[config.mk]
export PLATFORM = sky130hd
export DESIGN_NAME = fp16_rdiv_seq
export DESIGN_NICKNAME = d
export VERILOG_FILES = /design/src/rtl/fp16_rdiv_seq.sv
export SDC_FILE = /design/constraint.sdc
export NUM_CORES = 1
export LEC_CHECK = 0
export CORE_ASPECT_RATIO = 1.75
export CORE_MARGIN = 5
export CORE_UTILIZATION = 28
export CTS_CLUSTER_SIZE = 12
export DETAILED_ROUTE_END_ITERATION = 10
export GPL_TIMING_DRIVEN = 0
export HOLD_SLACK_MARGIN = 0.15
export PLACE_DENSITY = 0.53
export SYNTH_ARGS = -nofsm -noshare
export SYNTH_HDL_FRONTEND = slang
export SYNTH_SLANG_ARGS = --single-unit
[constraint.sdc]
create_clock -name clk -period 4.9 [get_ports clk]
set_clock_uncertainty 0.1 [all_clocks]
set_input_delay 0.98 -clock clk [delete_from_list [all_inputs] [get_ports clk]]
set_output_delay 0.98 -clock clk [all_outputs]
set_load 0.005 [all_outputs]
[src/rtl/fp16_rdiv_seq.sv]
// Sequential FP16 divider: 12-step restoring mantissa division, one normalise step,
// truncating result, flush-to-zero on subnormals, no NaN output.
module fp16_rdiv_seq (
  input  logic        clk,
  input  logic        rst,
  input  logic [15:0] arg_0,
  input  logic [15:0] arg_1,
  input  logic        req_valid,
  output logic        req_ready,
  output logic [15:0] ret_0,
  output logic        ret_valid,
  input  logic        ret_ready
);

  // Handshake: a request transfers on a rising edge with req_valid && req_ready;
  // a result transfers on a rising edge with ret_valid && ret_ready. Neither
  // ready/valid is combinationally dependent on the other side.
  typedef enum logic [1:0] {IDLE, DIV, NORM, DONE} state_t;

  state_t      state;
  logic        sign;
  logic [4:0]  e0, e1;
  logic [10:0] m0, m1;
  logic [11:0] r, q;
  logic [3:0]  cnt;

  logic        acc_sign;
  logic [4:0]  acc_e0, acc_e1;
  logic        r_ge;
  logic [11:0] r_sub;
  logic signed [6:0] e_base, e_n;
  logic [9:0]  frac;

  always_comb begin
    acc_sign = arg_0[15] ^ arg_1[15];
    acc_e0   = arg_0[14:10];
    acc_e1   = arg_1[14:10];
    r_ge     = (r >= {1'b0, m1});
    r_sub    = r_ge ? (r - {1'b0, m1}) : r;
    e_base   = $signed({2'b00, e0}) - $signed({2'b00, e1}) + 7'sd15;
    // A quotient below 1.0 needs one more shift, costing one exponent step.
    e_n      = q[11] ? e_base : (e_base - 7'sd1);
    frac     = q[11] ? q[10:1] : q[9:0];
  end

  always_ff @(posedge clk) begin
    if (rst) begin
      state     <= IDLE;
      req_ready <= 1'b1;
      ret_valid <= 1'b0;
      ret_0     <= 16'h0000;
      sign      <= 1'b0;
      e0        <= 5'd0;
      e1        <= 5'd0;
      m0        <= 11'd0;
      m1        <= 11'd0;
      r         <= 12'd0;
      q         <= 12'd0;
      cnt       <= 4'd0;
    end else begin
      case (state)
        IDLE: begin
          if (req_valid) begin
            sign      <= acc_sign;
            e0        <= acc_e0;
            e1        <= acc_e1;
            m0        <= {1'b1, arg_0[9:0]};
            m1        <= {1'b1, arg_1[9:0]};
            req_ready <= 1'b0;
            if (acc_e1 == 5'd0 || acc_e0 == 5'd31) begin
              ret_0     <= {acc_sign, 5'h1F, 10'h000};
              ret_valid <= 1'b1;
              state     <= DONE;
            end else if (acc_e0 == 5'd0 || acc_e1 == 5'd31) begin
              ret_0     <= {acc_sign, 15'h0000};
              ret_valid <= 1'b1;
              state     <= DONE;
            end else begin
              r     <= {1'b0, 1'b1, arg_0[9:0]};
              q     <= 12'd0;
              cnt   <= 4'd0;
              state <= DIV;
            end
          end
        end
        DIV: begin
          // r_sub < m1 < 2^11, so the bit shifted out is always zero.
          q   <= {q[10:0], r_ge};
          r   <= {r_sub[10:0], 1'b0};
          cnt <= cnt + 4'd1;
          if (cnt == 4'd11) state <= NORM;
        end
        NORM: begin
          if (e_n >= 7'sd31)     ret_0 <= {sign, 5'h1F, 10'h000};
          else if (e_n <= 7'sd0) ret_0 <= {sign, 15'h0000};
          else                   ret_0 <= {sign, e_n[4:0], frac};
          ret_valid <= 1'b1;
          state     <= DONE;
        end
        DONE: begin
          if (ret_ready) begin
            ret_valid <= 1'b0;
            req_ready <= 1'b1;
            state     <= IDLE;
          end
        end
        default: state <= IDLE;
      endcase
    end
  end

endmodule

==> metrics.md <==
| Metric | Value |
|---|---|
| Via/cell ratio | 5.05 |
| Maximum VDD drop | 275 uV |
| Syn Nets | around 550 |
| Post-CTS setup repair buffer count | 0 |
| Starting Density | 0.283 |
| Worst slew pin tran | approximately 0.9 ns |
| Ys async rst share | 0 |
| Clock slew at reported path FFs | 0.06 ns |
| Via count | around 3700 |
| Top Ports | 54 |
| Req. time, crit path | roughly 5 ns |
| Reg2Reg Depth | 13 |
| Layout Cells excl Fill | around 740 |
| Most Crowded Layer GR | met2 |
| EDFF count, synth | 0 |
| Setup_tns | 0 ns |
| GRT overflow | 0 |
| Post-synth cell types | 63 |
| Core area | 14300 sq um |
| Main synth FF type | dfxtp_1 |
| Antenna violations before repair | 0 |
| Area share of fa/ha/maj cells after synthesis | 0.0809 |
| Drt pass-1 iters | 4 |
| Pre-CTS setup slack | approximately 0.87 ns |
| Routed WL | 11.2 mm |
| Met3 global-route usage | 0.0284 |
| CTS Buffer Depth | 2 |
| Clock root cell | clkbuf_16 |
| Hold_buf cts | 0 |
| CP Cell Sequence | clkdlybuf4s50_1, or4_1, o22ai_1, or3_1, clkbuf_1, a21boi_2, buf_2, a22oi_1, o22ai_1 |
| Routed len/inst | roughly 15 um |
| # diodes | 0 |
| Clk Latency, worst-skew pair | 0.34 ns |
| Antenna Nets Post-Route | 0 |
| RD Place Congestion | 0.853 |
| DRC viols | 0 |
| FMAX | roughly 0.27 GHz |
| P per Cell Area | between 600 and 700 nW/um^2 |
| CP dominant cell by count | o22ai_1 |
| Worst hold path type | flop to flop |
| Synth Area in XOR/XNOR | 0.0383 |
| Fin nets | just over 600 |
| First-pass GRT wire length | 18.3 mm |
| Layout area overhead | 26.6% |
| Vias in the first global route | 3782 |
| Die Footprint | 17100 sq um |
| Post-Synthesis Cell Area | between 4000 and 5000 sq um |
| CTS Buf Count | 9 |
| Seq/Total Area, Yosys | 0.346 |
| CP delay by family, top | compound AO/OA/AOI/OAI gates |
| Period minus WS final | approximately 3.7 ns |
| Crit Path Max Fanout | 10 |
| Gr usage total | 0.136 |
| Final setup viols | 0 |
| Largest family of logic cells by synthesized area | compound AO/OA/AOI/OAI gates |
| Fin crit share | 0.757 |
| Rows | 58 |
| Leakage Power | around 0.0019 uW |
| Syn_area_per_cell | 8.30 sq um |
| Synth Area in Compound Gates | 0.254 |
| Die Y | 169 um |
| M1 GR Usage | 0.139 |
| CP peak stage delay | 0.55 ns |
| Fraction of layout cells with a size suffix above 1 | 0.0610 |
| Clk sink count | 70 |
| Worst setup slack after layout | between 1 and 1.5 ns |
| Max Cap Violations | 0 |
| Synthesized-area fraction occupied by and/or/nand/nor cells | 0.168 |
| Number of fill cells | 1484 |
| DP HPWL | roughly 8.8 mm |
| Buf/Inv on CP | 3 |
| Die Wd | about 100 um |
| Slew Limit Fails | 0 |
| DRT iter0 DRCs | 150 |
| RSZ-0062 raised after global routing | false |
| Mux share of post-synthesis cell area | 0.0584 |
| Final hold violations | 0 |
| Worst hold stages | 2 |
| CTS tree | done |
| Status | finished, final reports clean |
| CP max stage cell | or4_1 |
| WP depth | 9 |
| Placed Cells | just over 700 |
| I/O Buffers | 53 |
| Crit Path Class | input pin to flop |
| Largest net degree at the start of global routing | 14 |
| CTS H-tree lvls | 3 |
| CP Capture Type | flop |
| Synth warn | 0 |
| #FFs+latches synth | 70 |
| Slew HR | 0.394 |
| Cell count after synthesis | between 400 and 500 |
| Startpoint types | input pin |
| WP data arrival | ~3.9 ns |
| Met2 Track Usage GR | 0.256 |
| PostCTS Resize Cnt | 0 |
area by class of cell:
cell class	instances	area (sq um)	share of cell area
plain buffers	23	95.1	0.0185
clock inverters	6	93.8	0.0183
inverters	34	128	0.0249
well taps	180	225	0.0439
multi-input cells	361	2430	0.473
repair buffers	53	531	0.103
clock buffers	10	229	0.0446
flip-flops and latches	70	1400	0.273
synth_stat cells (2+ instances only):
| library cell | number | area (sq um) |
|---|---|---|
| nand4_1 | 3 | 18.8 |
| mux2i_1 | 20 | 200 |
| mux2_2 | 2 | 22.5 |
| o21bai_1 | 2 | 15.0 |
| o21a_1 | 3 | 22.5 |
| nand2_1 | 71 | 267 |
| a31oi_1 | 2 | 12.5 |
| or4_1 | 2 | 15.0 |
| o2bb2ai_1 | 10 | 87.6 |
| nand2b_1 | 6 | 37.5 |
| clkbuf_1 | 18 | 67.6 |
| a2bb2oi_1 | 2 | 17.5 |
| o22ai_1 | 10 | 62.6 |
| o31ai_1 | 2 | 15.0 |
| nand3_1 | 19 | 95.1 |
| nor4_1 | 3 | 18.8 |
| ha_1 | 23 | 288 |
| xnor2_1 | 12 | 105 |
| and2_1 | 2 | 12.5 |
| a211oi_1 | 6 | 45.0 |
| a22oi_1 | 12 | 90.1 |
| inv_1 | 34 | 128 |
| o211ai_1 | 3 | 22.5 |
| a21oi_1 | 53 | 265 |
| o21ai_0 | 19 | 95.1 |
| nor2b_1 | 3 | 18.8 |
| buf_1 | 3 | 11.3 |
| a21o_1 | 7 | 52.6 |
| a2111oi_4 | 2 | 55.1 |
| dfxtp_1 | 70 | 1400 |
| nor3_1 | 4 | 20.0 |
| xor2_1 | 3 | 26.3 |
| nor2_1 | 25 | 93.8 |
| nor3b_1 | 2 | 15.0 |
| fa_1 | 2 | 40.0 |
worst min-delay path, cell delays in order (launching register included):
cell     delay (ns)
dfxtp_1        0.30
nand2_1        0.05
a21oi_1        0.05
report_power, final:
group / total, uW / switching, uW / leakage (uW) / internal [uW]
clock: 702 / 252 / 0.000154 / 450
combinational: 1970 / 1150 / 0.00113 / 822
sequential: 761 / 75.6 / 0.000571 / 685
total: 3440 / 1480 / 0.00185 / 1960
cell usage in the layout, fill, tap and decap left out, drive strengths merged, types with 12 or more instances in the layout:
cell type | Yosys | routed
dfxtp | 70 | 70
clkbuf | 18 | 28
ha | 23 | 23
nand3 | 19 | 19
a21oi | 53 | 53
nor2 | 25 | 25
nand2 | 71 | 71
o21ai | 20 | 20
inv | 34 | 36
xnor2 | 12 | 12
a22oi | 12 | 12
mux2i | 21 | 21
clkdlybuf4s50 | 0 | 53
stage by stage:
| stage | cell area, sq um | utilization | total power, uW | hold WS (ns) |
|---|---|---|---|---|
| 2_1_floorplan | 4050 | - | 2250 | 0.336 |
| 3_3_place_gp | 4810 | 0.336 | 2700 | 0.346 |
| 3_5_place_dp | 4810 | 0.336 | 2740 | 0.348 |
| 4_1_cts | 5130 | 0.359 | 3470 | 0.356 |
| 5_1_grt | 5130 | 0.359 | 3700 | 0.368 |
| 6_report | 5130 | 0.359 | 3440 | 0.354 |
state kept, by name, indices dropped and copies added, names as in the netlist:
| name | flops |
|---|---|
| m1 | 11 |
| r | 12 |
| e0 | 5 |
| state | 2 |
| sign | 1 |
| ret_valid | 1 |
| cnt | 4 |
| req_ready | 1 |
| e1 | 5 |
| q | 12 |
| ret_0 | 16 |
path summary, 6_finish.rpt:
| path | from | end | slack, ns |
|---|---|---|---|
| worst max register to register | e0[0] | ret_0[8] | 1.26 |
| worst max-delay path | arg_0[14] | r[8] | 1.19 |
| worst min register to register | m1[2] | m1[2] | 0.35 |
| worst min-delay path | m1[2] | m1[2] | 0.35 |
cells by family (layout without fill, tap and decap cells):
| kind of cell | after synthesis | after routing |
|---|---|---|
| compound gates | 149 | 149 |
| simple gates | 148 | 148 |
| flops | 70 | 70 |
| buf+inv | 57 | 126 |
| fa+ha+maj | 25 | 25 |
| mux | 23 | 23 |
| xor+xnor | 16 | 16 |
metal layers:
metal / wire length, um / part of all wire / up-vias
met5: 0 / 0 / -
met4: 326 / 0.029 / 0
met3: 506 / 0.045 / 27
met2: 6080 / 0.54 / 88
met1: 4290 / 0.38 / 1743
li1: - / - / 1865
No activity file was read; power rests on OpenSTA's default activity.
